### config.mk
export PLATFORM = sky130hd
export DESIGN_NAME = axi_stream_remove_header
export DESIGN_NICKNAME = d
export VERILOG_FILES = /design/src/rtl/axi_stream_remove_header.sv
export SDC_FILE = /design/constraint.sdc
export NUM_CORES = 1
export LEC_CHECK = 0
export BUFFER_PORTS_ARGS = -buffer_cell sky130_fd_sc_hd__buf_4
export CAP_MARGIN = 10
export CORE_AREA = 2 2 95 97
export DETAILED_ROUTE_END_ITERATION = 10
export DIE_AREA = 0 0 97 99
export PLACE_DENSITY = 0.79
export REMOVE_ABC_BUFFERS = 1
export SYNTH_ARGS = -nofsm -noshare
export SYNTH_HDL_FRONTEND = slang
export SYNTH_SLANG_ARGS = --single-unit
### constraint.sdc
create_clock -name clk -period 4.6 [get_ports clk]
set_clock_uncertainty 0.2 [all_clocks]
set_input_delay 0.92 -clock clk [delete_from_list [all_inputs] [get_ports clk]]
set_output_delay 0.92 -clock clk [all_outputs]
set_load 0.02 [all_outputs]
### src/rtl/axi_stream_remove_header.sv
// AXI Stream header stripper: removes S = byte_strip_cnt+1 leading bytes per packet
// and re-aligns the remaining payload to the top of each output beat (registered output).
module axi_stream_remove_header #(
   parameter int DATA_WD      = 32,
   parameter int DATA_BYTE_WD = DATA_WD / 8,
   parameter int BYTE_CNT_WD  = $clog2(DATA_BYTE_WD)
) (
   input  logic                    clk,
   input  logic                    rst_n,
   input  logic                    valid_in,
   input  logic [DATA_WD-1:0]      data_in,
   input  logic [DATA_BYTE_WD-1:0] keep_in,
   input  logic                    last_in,
   output logic                    ready_in,
   output logic                    valid_out,
   output logic [DATA_WD-1:0]      data_out,
   output logic [DATA_BYTE_WD-1:0] keep_out,
   output logic                    last_out,
   input  logic                    ready_out,
   input  logic                    valid_strip,
   input  logic [BYTE_CNT_WD-1:0]  byte_strip_cnt,
   output logic                    ready_strip,
   output logic                    drop_pkt
);

   typedef enum logic [1:0] {IDLE, FIRST, STREAM, FLUSH} state_t;

   localparam int unsigned W_U = DATA_BYTE_WD;
   localparam logic [BYTE_CNT_WD:0] W_L = (BYTE_CNT_WD + 1)'(DATA_BYTE_WD);

   state_t                  state_q, state_d;
   logic [BYTE_CNT_WD:0]    s_q, s_d;
   logic [BYTE_CNT_WD:0]    hold_len_q, hold_len_d;
   logic [DATA_WD-1:0]      hold_q, hold_d;
   logic                    valid_out_q, valid_out_d;
   logic [DATA_WD-1:0]      data_out_q, data_out_d;
   logic [DATA_BYTE_WD-1:0] keep_out_q, keep_out_d;
   logic                    last_out_q, last_out_d;
   logic                    drop_q, drop_d;

   logic                    out_free;
   logic                    acc;
   logic [BYTE_CNT_WD:0]    l_in;
   logic [BYTE_CNT_WD+3:0]  hold_sh;
   logic [BYTE_CNT_WD+3:0]  in_sh;
   logic [DATA_WD-1:0]      stream_beat;
   logic [DATA_WD-1:0]      flush_beat;
   logic [DATA_BYTE_WD-1:0] mask;

   function automatic logic [BYTE_CNT_WD:0] popcount(input logic [DATA_BYTE_WD-1:0] k);
      logic [BYTE_CNT_WD:0] c;
      c = '0;
      for (int unsigned i = 0; i < W_U; i++) c = c + (BYTE_CNT_WD + 1)'(k[i]);
      return c;
   endfunction

   // top n byte lanes enabled (lane W-1 is first in stream order)
   function automatic logic [DATA_BYTE_WD-1:0] top_mask(input logic [BYTE_CNT_WD+1:0] n);
      logic [DATA_BYTE_WD-1:0] m;
      m = '0;
      for (int unsigned i = 0; i < W_U; i++) m[i] = ((i + 32'(n)) >= W_U);
      return m;
   endfunction

   function automatic logic [DATA_WD-1:0] lanes(input logic [DATA_BYTE_WD-1:0] k);
      logic [DATA_WD-1:0] b;
      b = '0;
      for (int unsigned i = 0; i < W_U; i++) b[8*i +: 8] = {8{k[i]}};
      return b;
   endfunction

   always_comb begin
      out_free    = !valid_out_q || ready_out;
      ready_strip = (state_q == IDLE);
      case (state_q)
         FIRST:   ready_in = 1'b1;
         STREAM:  ready_in = out_free;
         default: ready_in = 1'b0;
      endcase
   end

   always_comb begin
      state_d     = state_q;
      s_d         = s_q;
      hold_d      = hold_q;
      hold_len_d  = hold_len_q;
      valid_out_d = valid_out_q;
      data_out_d  = data_out_q;
      keep_out_d  = keep_out_q;
      last_out_d  = last_out_q;
      drop_d      = 1'b0;
      mask        = '0;

      acc         = valid_in && ready_in;
      l_in        = popcount(keep_in);
      hold_sh     = {s_q, 3'b000};
      in_sh       = {W_L - s_q, 3'b000};
      // S=W falls out naturally: hold shifts out entirely and the input passes unshifted
      stream_beat = (hold_q << hold_sh) | (data_in >> in_sh);
      flush_beat  = hold_q << hold_sh;

      if (ready_out) valid_out_d = 1'b0;

      case (state_q)
         IDLE: begin
            if (valid_strip) begin
               s_d     = {1'b0, byte_strip_cnt} + 1'b1;
               state_d = FIRST;
            end
         end
         FIRST: begin
            if (acc) begin
               hold_d     = data_in;
               hold_len_d = l_in;
               if (!last_in)       state_d = STREAM;
               else if (l_in > s_q) state_d = FLUSH;
               else begin
                  drop_d  = 1'b1;
                  state_d = IDLE;
               end
            end
         end
         STREAM: begin
            if (acc) begin
               hold_d      = data_in;
               hold_len_d  = l_in;
               valid_out_d = 1'b1;
               data_out_d  = stream_beat;
               keep_out_d  = '1;
               last_out_d  = 1'b0;
               if (last_in) begin
                  if (l_in > s_q) state_d = FLUSH;
                  else begin
                     mask       = top_mask({1'b0, W_L} - {1'b0, s_q} + {1'b0, l_in});
                     keep_out_d = mask;
                     data_out_d = stream_beat & lanes(mask);
                     last_out_d = 1'b1;
                     state_d    = IDLE;
                  end
               end
            end
         end
         FLUSH: begin
            if (out_free) begin
               mask        = top_mask({1'b0, hold_len_q - s_q});
               valid_out_d = 1'b1;
               keep_out_d  = mask;
               data_out_d  = flush_beat & lanes(mask);
               last_out_d  = 1'b1;
               state_d     = IDLE;
            end
         end
         default: state_d = IDLE;
      endcase
   end

   always_ff @(posedge clk or negedge rst_n) begin
      if (!rst_n) begin
         state_q     <= IDLE;
         s_q         <= '0;
         hold_q      <= '0;
         hold_len_q  <= '0;
         valid_out_q <= 1'b0;
         data_out_q  <= '0;
         keep_out_q  <= '0;
         last_out_q  <= 1'b0;
         drop_q      <= 1'b0;
      end else begin
         state_q     <= state_d;
         s_q         <= s_d;
         hold_q      <= hold_d;
         hold_len_q  <= hold_len_d;
         valid_out_q <= valid_out_d;
         data_out_q  <= data_out_d;
         keep_out_q  <= keep_out_d;
         last_out_q  <= last_out_d;
         drop_q      <= drop_d;
      end
   end

   assign valid_out = valid_out_q;
   assign data_out  = data_out_q;
   assign keep_out  = keep_out_q;
   assign last_out  = last_out_q;
   assign drop_pkt  = drop_q;

endmodule

==> results of run 1 <==
## critical path, delay by kind of cell
kind	cells	cell delay, ns
buf+inv	5	0.60
simple gates	2	0.50
fa+ha+maj	7	2.10
compound gates	3	0.33
## kinds of logic after synthesis
| group | count (synthesis) | share of synthesized area (%) |
|---|---|---|
| AOI/OAI and AO/OA | 126 | 20.7 |
| and+or+nand+nor | 81 | 8.69 |
| DFF | 79 | 42.1 |
| muxes | 77 | 17.6 |
| buffers and inverters | 53 | 4.50 |
| adders and majority gates | 19 | 5.70 |
| xor gates and xnor gates | 4 | 0.746 |
## stage by stage
step / cells / hold slack (ns) / setup WS (ns)
3_5_place_dp: 629 / 0.269 / -0.236
5_1_grt: 645 / 0.310 / 0.0382
2_1_floorplan: 412 / 0.277 / -0.182
6_report: 645 / 0.286 / 0.214
4_1_cts: 645 / 0.290 / 0.0754
3_3_place_gp: 629 / 0.261 / -0.0815
## cell usage in the layout (no fill, tap or decap), types with 8 or more instances in the layout
| master | synthesis | final |
|---|---|---|
| buf_4 | 0 | 109 |
| a22o_1 | 32 | 32 |
| a31oi_1 | 8 | 8 |
| nand2_1 | 14 | 14 |
| and2_1 | 8 | 8 |
| o32ai_1 | 8 | 8 |
| o22ai_1 | 16 | 16 |
| nor2_1 | 31 | 30 |
| mux2_2 | 44 | 44 |
| nor2b_1 | 10 | 10 |
| inv_1 | 26 | 26 |
| o31ai_1 | 11 | 11 |
| dfrtp_1 | 79 | 78 |
| a21oi_1 | 21 | 21 |
| mux2i_1 | 33 | 33 |
| ha_1 | 15 | 15 |
| clkbuf_8 | 0 | 9 |
| a211oi_1 | 8 | 8 |
## synth_stat cells (all sizes together), types with 2 or more instances
cell,number,area share [%]
dfrtp,79,42
mux2,44,11
mux2i,33,7.0
a22o,32,6.0
nor2,31,2.5
inv,26,2.1
a21oi,21,2.2
clkbuf,18,1.4
o22ai,16,2.1
ha,15,4.0
nand2,14,1.1
o31ai,11,1.8
a211oi,10,2.1
nor2b,10,1.3
a31oi,9,1.5
buf,9,0.99
and2,8,1.1
o32ai,8,1.5
o21ai,7,0.75
a21o,4,0.64
fa,4,1.7
nor3,4,0.43
nor4,4,0.53
xnor2,3,0.56
nand2b,2,0.27
## power by group
group / switching, mW / total (mW) / internal [mW]
sequential: 0.249 / 1.28 / 1.03
combinational: 1.94 / 3.49 / 1.55
clock: 0.292 / 0.494 / 0.202
total: 2.48 / 5.27 / 2.79
## cell type report
cell class                 instances  area [sq um]  area share (%)
clock buffer                       9           124            2.16
clock inverter                     7          56.3           0.981
inverter                          26          97.6            1.70
multi-input combinational        307          2530            44.1
sequential                        79          1980            34.5
tap                              108           135            2.36
timing repair buffer             109           818            14.3
## worst max path at each step
stage                     cells past startpoint                       end  startpoint
after CTS                                    16  data_out[27]$_DFFE_PN0P_  keep_in[0]
after global placement                       16  data_out[28]$_DFFE_PN0P_  keep_in[0]
after floorplan                              14  data_out[24]$_DFFE_PN0P_  keep_in[0]
final                                        17  data_out[25]$_DFFE_PN0P_  keep_in[0]
after global routing                         16  data_out[29]$_DFFE_PN0P_  keep_in[0]
after detailed placement                     16  data_out[27]$_DFFE_PN0P_  keep_in[0]
## sequential cells by signal, summed over array words and instances (netlist names)
| register | flops |
|---|---|
| last_out | 1 |
| keep_out | 4 |
| state_q | 2 |
| hold_len_q | 3 |
| data_out | 32 |
| s_q | 3 |
| drop_pkt | 1 |
| hold_q | 32 |
| valid_out | 1 |
## what timing repair did
| item | CTS | global route |
|---|---|---|
| hold buffers | 0 | 0 |
| setup endpoints to repair | 0 | 9 |
| resized for setup | 0 | 2 |
## layer usage
layer	global-route usage (%)	share of wire, %	up-vias
met5	0	0	-
met4	11.4	2.9	0
met3	6.03	6.7	37
met2	44.7	49	178
met1	34.7	41	1986
li1	-	-	1817
==> results.ini, run 1 <==
[worst_setup_path]
r2r-end = data_out[25]$_DFFE_PN0P_
worstSetupPathType = primary input to register
cp.arrival_ns = 4.44
crit_fanout = 9
r2r_start = s_q[1]$_DFFE_PN0P_
end_kind = register
crit_chain = buf_4 -> fa_1 -> ha_1 -> ha_1 -> ha_1 -> ha_1 -> inv_1 -> fa_1 -> inv_1 -> ha_1 -> nor4_2 -> a31oi_1 -> nor4_1 -> buf_4 -> a311oi_4 -> buf_4 -> a22o_1
crit_required_ns = 4.65
reg2reg_depth = 14
cp_common_cell = ha_1
worstSetupStartpointType = primary input
crit_path_max_incr_delay_ns = 0.49
critPathSlowestCell = fa_1
r2r_setup_slack_ns = 1.12

[power_and_ir_drop]
power_density_nw_per_um2 = 919
power_mw = 5.27
p_leak_nw = 2.64
vdd_drop_max_mv = 0.566

[flow_run]
cap_violations = 0

[placement]
routabilityCongestion = 0.902
port_buffers = 84
postPlaceCellArea_sq_um = 5540
hpwl_um = 8670

[timing]
final_max_slew_viol_count = 0
post-route-period-util_pct = 95.4
fin_crit_ns = 4.39
maxSlewHeadroom_pct = 33.0
hold_viol = 0
fmax_mhz = 228
setup_violations = 0
rsz0062_at_grt = no
tightest_slew_ns = 1.01
finalSetupTns_ns = 0

[layout]
syn_to_final_growth_pct = 22.2
layout-drive-gt1-share_pct = 33.7
diodes = 0
final.fill_count = 672
fin_area_sq_um = 5740
fin_nets = 595
post-route-util_pct = 67.1

[min_path]
min_from = keep_out[0]$_DFFE_PN0P_
hold_path_end = keep_out[0]$_DFFE_PN0P_
hp-class = register to register
hold_depth = 1

[drt]
ant_nets = 0
post_drt_wl_per_cell_um = 19.7
vias_per_cell = 6.23
drt-total-wl_um = 12700
num_vias = 4018
first_iter_violations = 267
dr.pass1.iters = 7
drc = 0

[grt]
grt_pass1_vias = 4023
grt_usage_pct = 27.1
grt_remaining_overflow = 0
antenna_found_initial = 0
grt_pass1_wl_um = 20500
grt_start_max_net_pins = 80

[clock_tree]
clock_latency_ns = 0.36
cts_inserted_buffers = 9
path_clk_slew_ns = 0.10
cts_root_buf = clkbuf_8
htreeDepth = 3
cts_tree = done
cts_max_path_buffers = 2
cts_sinks = 79
cts_setup_buffers = 0

[synth]
ys_seq_area_share_pct = 42.1
ys_ff_latch = 79
yosysWarnings = 0
synth_top_flop_cell = dfrtp_1
ys_types = 46
synth-edff-count = 0
async_flop_share_pct = 100
avgSynthCellArea_sq_um = 10.7
syn_inst = 439
netlist_area_sq_um = 4690

[run_status]
status = finished, final reports clean

[floorplanning]
die_area_sq_um = 9600
die_x_um = 97
ios = 85
initial_utilization_pct = 54.9
rows = 34
die_y_um = 99
core_sq_um = 8550

Power figures use the tool's default switching activity.
==> run 2, diff against run 1 <==
--- a/config.mk
+++ b/config.mk
@@ -7,10 +7,10 @@
 export LEC_CHECK = 0
 export BUFFER_PORTS_ARGS = -buffer_cell sky130_fd_sc_hd__buf_4
 export CAP_MARGIN = 10
-export CORE_AREA = 2 2 95 97
+export CORE_AREA = 2 2 91 93
 export DETAILED_ROUTE_END_ITERATION = 10
-export DIE_AREA = 0 0 97 99
-export PLACE_DENSITY = 0.79
+export DIE_AREA = 0 0 93 95
+export PLACE_DENSITY = 0.85
 export REMOVE_ABC_BUFFERS = 1
 export SYNTH_ARGS = -nofsm -noshare
 export SYNTH_HDL_FRONTEND = slang
==> constraint.sdc (replaced) <==
create_clock -name clk -period 5.2 [get_ports clk]
set_clock_uncertainty 0.2 [all_clocks]
set_input_delay 1.04 -clock clk [delete_from_list [all_inputs] [get_ports clk]]
set_output_delay 1.04 -clock clk [all_outputs]
set_load 0.02 [all_outputs]
==> run 2 against run 1 <==
Critical path depth is 2 lower. Wire length shrank 5.0%. Final area fell by 1.5%. Critical path type unchanged. Highest routed layer unchanged. Sequential share of layout area is 0.53 points higher. Combinational power down 17%. Non-clock buffer count down 14. Sequential power is 10% lower.
==> results.ini, run 2 (synthesis results as in run 1) <==
[worst_setup_path]
r2r_setup_slack_ns = 1.06  ; -0.06 ns
crit_fanout = 9  ; unchanged
worstSetupPathType = primary input to register
r2r-end = data_out[27]$_DFFE_PN0P_
crit_required_ns = 5.25  ; +0.60 ns
cp.arrival_ns = 4.80  ; +0.36 ns
r2r_start = s_q[1]$_DFFE_PN0P_
worstSetupStartpointType = primary input
reg2reg_depth = 13  ; -1
end_kind = register

[power_and_ir_drop]
p_leak_nw = 2.59  ; -1.9%
netSwitchingPower_mw = 2.11  ; -15%
p_sw_share_pct = 46.4  ; -0.64 points
vdd_drop_max_mv = 0.566  ; about the same
power_frac_comb_pct = 63.8  ; -2.5 points
seq_power_share_pct = 25.4  ; +1.1 points
internal-power_mw = 2.44  ; -13%
power_mw = 4.55  ; -14%
power_density_nw_per_um2 = 805  ; -12%
pwr-share-clk_pct = 10.9  ; +1.5 points

[layout]
final_common_cell = buf_4
post-route-util_pct = 71.3  ; +4.2 points
fin_nets = 581  ; -2.4%
multiInputGateArea_sq_um = 2510  ; -0.54%
final_cell_mix = buf_4, dfrtp_1, mux2_2, mux2i_1, a22o_1
seq_area_sq_um = 1980  ; unchanged
layout-drive-gt1-share_pct = 31.5  ; -2.2 points
syn_to_final_growth_pct = 20.3
final.fill_count = 581  ; -14%
diodes = 0  ; unchanged

[timing]
post-route-period-util_pct = 91.3
maxSlewHeadroom_pct = 21.9  ; -11 points
tightest_slew_ns = 1.17  ; +0.163 ns
finalSetupTns_ns = 0  ; unchanged
worst_slack_ns = 0.451  ; +0.237 ns
rsz0062_at_grt = no
final_max_slew_viol_count = 0  ; unchanged
hold_slack_ns = 0.297  ; +0.0110 ns
setup_violations = 0  ; unchanged
hold_viol = 0  ; unchanged
fin_crit_ns = 4.75
fmax_mhz = 211

[clock_tree]
clock_latency_ns = 0.36  ; about the same
cts_inserted_buffers = 9  ; unchanged
cts_max_path_buffers = 2  ; unchanged
cts_setup_buffers = 0  ; unchanged
cts_sinks = 79  ; unchanged
path_clk_slew_ns = 0.09  ; about the same
cts_tree = done
ctsResizeCount = 0  ; unchanged
cts_root_buf = clkbuf_8
htreeDepth = 3  ; unchanged
cts_hold_repair.buffers = 0  ; unchanged

[drt]
top_layer = met4
post_drt_wl_per_cell_um = 19.3  ; -2.4%
wl_met3_um = 862  ; +0.58%
drt-total-wl_um = 12100  ; -5.0%
met1_length_um = 5060  ; -4.0%
wl_met2_um = 5880  ; -5.8%
vias_per_cell = 6.26  ; +0.56%
drc = 0  ; unchanged
dr.pass1.iters = 5  ; -2
num_vias = 3934  ; -2.1%
first_iter_violations = 290  ; +8.6%
ant_nets = 0  ; unchanged

[placement]
routabilityCongestion = 0.907  ; +0.61%
dp_worst_setup_slack_ns = 0.104  ; +0.340 ns
port_buffers = 84  ; unchanged
hpwl_um = 8310  ; -4.1%

[grt]
grt_pass1_wl_um = 19400  ; -5.6%
grt_start_max_net_pins = 80  ; unchanged
grt_pass1_vias = 3903  ; -3.0%
grt_remaining_overflow = 0  ; unchanged
grt_usage_pct = 28.3  ; +1.2 points
antenna_found_initial = 0  ; unchanged

[floorplanning]
ios = 85  ; unchanged
die_y_um = 95  ; -4.0%
core_sq_um = 7930  ; -7.3%
die_x_um = 93  ; -4.1%
die_area_sq_um = 8840  ; -8.0%
initial_utilization_pct = 59.2  ; +4.3 points
rows = 33  ; -2.9%

[min_path]
hp-class = register to register
min_from = keep_out[2]$_DFFE_PN0P_
hold_path_end = keep_out[2]$_DFFE_PN0P_
hold_depth = 1  ; unchanged

[flow_run]
cap_violations = 0  ; unchanged

[run_status]
status = finished, final reports clean

==> run 2: worst max-delay path, cell delays in order <==
cell	delay (ns)
buf_4	0.11
fa_1	0.46
ha_1	0.19
ha_1	0.29
ha_1	0.33
ha_1	0.16
inv_1	0.05
fa_1	0.62
inv_1	0.11
ha_1	0.19
nor4_1	0.31
a31oi_1	0.12
nor4_1	0.40
a311oi_4	0.14
a22o_1	0.26
==> run 2: metrics by stage <==
step	cells	area (sq um)
CTS	628	5650
floorplan	412	4580
detailed placement	612	5430
global placement	612	5430
global route	628	5650
finish	628	5650
==> run 2: area by class of cell <==
class,count,share of cell area [%]
multi-input cells,307,44.5
clock inverters,5,1.13
repair buffers,95,12.6
flip-flops and latches,79,35.0
well taps,105,2.33
clock buffers,11,2.68
inverters,26,1.73
==> run 2: per-layer routing <==
metal / track usage [%] / vias to the layer above
met5: 0 / -
met4: 11.2 / 0
met3: 5.03 / 29
met2: 47.9 / 186
met1: 36.2 / 1936
li1: - / 1783
==> run 2: how the worst max path moves through the flow <==
stage / depth (start not counted) / startpoint / slack, ns / endpoint
finish: 15 / keep_in[0] / 0.45 / data_out[27]$_DFFE_PN0P_
floorplan: 14 / keep_in[0] / 0.30 / data_out[24]$_DFFE_PN0P_
detailed placement: 15 / keep_in[0] / 0.10 / data_out[27]$_DFFE_PN0P_
CTS: 15 / keep_in[0] / 0.51 / data_out[24]$_DFFE_PN0P_
global placement: 15 / keep_in[0] / 0.32 / data_out[30]$_DFFE_PN0P_
global route: 15 / keep_in[0] / 0.32 / data_out[31]$_DFFE_PN0P_
==> run 2: power groups by stage <==
| stage | combinational [mW] | sequential, mW | clock [mW] |
|---|---|---|---|
| 5_1_grt | 3.11 | 1.19 | 0.530 |
| 3_3_place_gp | 2.77 | 1.14 | 0 |
| 4_1_cts | 2.87 | 1.15 | 0.498 |
| 2_1_floorplan | 1.76 | 1.33 | 0 |
| 3_5_place_dp | 2.86 | 1.16 | 0 |
| 6_report | 2.90 | 1.15 | 0.494 |
==> run 3, diff against run 2 <==
--- a/config.mk
+++ b/config.mk
@@ -7,10 +7,10 @@
 export LEC_CHECK = 0
 export BUFFER_PORTS_ARGS = -buffer_cell sky130_fd_sc_hd__buf_4
 export CAP_MARGIN = 10
-export CORE_AREA = 2 2 91 93
+export CORE_AREA = 2 2 103 105
 export DETAILED_ROUTE_END_ITERATION = 10
-export DIE_AREA = 0 0 93 95
-export PLACE_DENSITY = 0.85
+export DIE_AREA = 0 0 105 107
+export PLACE_DENSITY = 0.68
 export REMOVE_ABC_BUFFERS = 1
 export SYNTH_ARGS = -nofsm -noshare
 export SYNTH_HDL_FRONTEND = slang
==> run 3 against run 2 <==
Combinational power up 1%. Sequential power hardly changed. Count of clock-buffer cells in the layout increased by 2. Worst setup slack gained 0.12 ns. Critical endpoint is now data_out[6]$_DFFE_PN0P_.
==> results.ini, run 3 (synthesis results as in run 1) <==
[worst_setup_path]
critPathSlowestCell = o31ai_1
cp_num_buf_inv = 4  ; +1
cp-startpoint = keep_in[0]
crit_path_max_incr_delay_ns = 0.91  ; +0.29 ns
cp.arrival_ns = 4.68  ; -0.12 ns
worstSetupStartpointType = primary input
end_kind = register
crit_chain = buf_4 -> fa_1 -> ha_1 -> ha_1 -> ha_1 -> ha_1 -> inv_1 -> fa_1 -> inv_1 -> o31ai_1 -> buf_4 -> o31ai_1 -> a22o_1
cp_common_cell = ha_1
cp_top_family = adder cells
crit_required_ns = 5.25  ; about the same
r2r_start = s_q[1]$_DFFE_PN0P_
worstSetupPathType = primary input to register
crit_fanout = 5  ; -4

[layout]
fin_nets = 587  ; +1.0%
final_common_cell = buf_4
layout-drive-gt1-share_pct = 31.9  ; +0.40 points
syn_to_final_growth_pct = 21.3
diodes = 0  ; unchanged
final_cell_mix = buf_4, dfrtp_1, mux2_2, mux2i_1, a22o_1

[drt]
drc = 0  ; unchanged
dr.pass1.iters = 4  ; -1
drt-total-wl_um = 12400  ; +2.5%
post_drt_wl_per_cell_um = 18.7  ; -3.2%
ant_nets = 0  ; unchanged
first_iter_violations = 195  ; -33%
vias_per_cell = 5.75  ; -8.2%
num_vias = 3824  ; -2.8%

[timing]
tightest_slew_ns = 1.17  ; +0.00231 ns
hold_viol = 0  ; unchanged
final_max_slew_viol_count = 0  ; unchanged
post-route-period-util_pct = 89.1  ; -2.2 points
fin_crit_ns = 4.63  ; -0.116 ns
rsz0062_at_grt = no
setup_violations = 0  ; unchanged
maxSlewHeadroom_pct = 21.7  ; -0.15 points
worst_slack_ns = 0.567  ; +0.116 ns
finalSetupTns_ns = 0  ; unchanged
fmax_mhz = 216  ; +2.5%

[min_path]
min_from = keep_out[0]$_DFFE_PN0P_
hp-class = register to register

[power_and_ir_drop]
p_leak_nw = 2.60  ; +0.49%
netSwitchingPower_mw = 2.08  ; -1.3%
internal-power_mw = 2.43  ; -0.24%
seq_power_share_pct = 25.5  ; about the same
power_density_nw_per_um2 = 793  ; -1.5%
pwr-share-clk_pct = 9.4  ; -1.5 points
power_frac_comb_pct = 65.1  ; +1.3 points
p_sw_share_pct = 46.1  ; -0.28 points
vdd_drop_max_mv = 0.302  ; -47%

[run_status]
status = finished, final reports clean

[clock_tree]
cts_sinks = 79  ; unchanged
htreeDepth = 3  ; unchanged
cts_tree = done
clock_latency_ns = 0.35  ; about the same
cts_inserted_buffers = 9  ; unchanged
cts_root_buf = clkbuf_8
cts_max_path_buffers = 2  ; unchanged
ctsResizeCount = 0  ; unchanged
cts_setup_buffers = 0  ; unchanged
cts_hold_repair.buffers = 0  ; unchanged
path_clk_slew_ns = 0.09  ; about the same

[placement]
routabilityCongestion = 0.859  ; -5.3%
port_buffers = 84  ; unchanged
hpwl_um = 8470  ; +2.0%
dp_worst_setup_slack_ns = 0.227  ; +0.122 ns

[floorplanning]
die_area_sq_um = 11200  ; +27%
ios = 85  ; unchanged
die_y_um = 107  ; +13%
core_sq_um = 10100  ; +27%
die_x_um = 105  ; +13%
rows = 37  ; +12%
initial_utilization_pct = 46.5  ; -13 points

[grt]
grt_pass1_vias = 3897  ; -0.15%
grt_remaining_overflow = 0  ; unchanged
grt_start_max_net_pins = 80  ; unchanged
grt_pass1_wl_um = 20300  ; +4.4%
antenna_found_initial = 0  ; unchanged
grt_usage_pct = 22.8  ; -5.5 points

[flow_run]
cap_violations = 0  ; unchanged

run 3: changes by cell type in the layout (fill, tap and decap cells not counted), sizes merged:
cell    change
bufinv      -1
inv         -1
buf         +6
clkbuf      +2
run 3: stage by stage:
stage          instances  utilization [%]  hold slack [ns]  power [mW]  cell area (sq um)
6_report             665             56.4            0.281        4.51               5690
3_3_place_gp         649             54.7            0.262        4.02               5520
3_5_place_dp         649             54.7            0.268        4.09               5520
5_1_grt              665             56.4            0.312        4.85               5690
4_1_cts              665             56.4            0.286        4.52               5690
2_1_floorplan        412                -            0.277        3.09               4580
run 3: path summary, 6_finish.rpt:
path	end	slack (ns)	cells past startpoint
hold reg to reg	keep_out[0]$_DFFE_PN0P_	0.28	1
max in group asynchronous	s_q[0]$_DFFE_PN0P_	3.41	1
setup / recovery	data_out[6]$_DFFE_PN0P_	0.57	13
setup reg to reg	data_out[27]$_DFFE_PN0P_	1.60	12
hold / removal	keep_out[0]$_DFFE_PN0P_	0.28	1
min in group asynchronous	keep_out[0]$_DFFE_PN0P_	0.66	1
run 3: power by group through the flow:
stage,Clock (mW),Sequential (mW),Combinational (mW)
global placement,0,1.15,2.87
detailed placement,0,1.16,2.93
CTS,0.433,1.15,2.94
floorplan,0,1.33,1.76
global route,0.461,1.19,3.20
finish,0.424,1.15,2.94
run 3: cell type report:
cell class	instances	area, sq um
Fill cell	912	4400
Multi-Input combinational cell	307	2510
Sequential cell	79	1980
Timing Repair Buffer	101	758
Tap cell	136	170
Clock buffer	13	159
Inverter	26	97.6
Clock inverter	3	17.5
run 3: per-layer routing:
layer  up-vias  part of all wire (%)  wire length [um]  track usage [%]
li1       1797                     -                 -                -
met1      1892                    44              5490             29.9
met2       126                    49              6050             38.2
met3         9                   5.9               730             4.07
met4         0                   1.1               131             7.62
met5         -                     0                 0                0
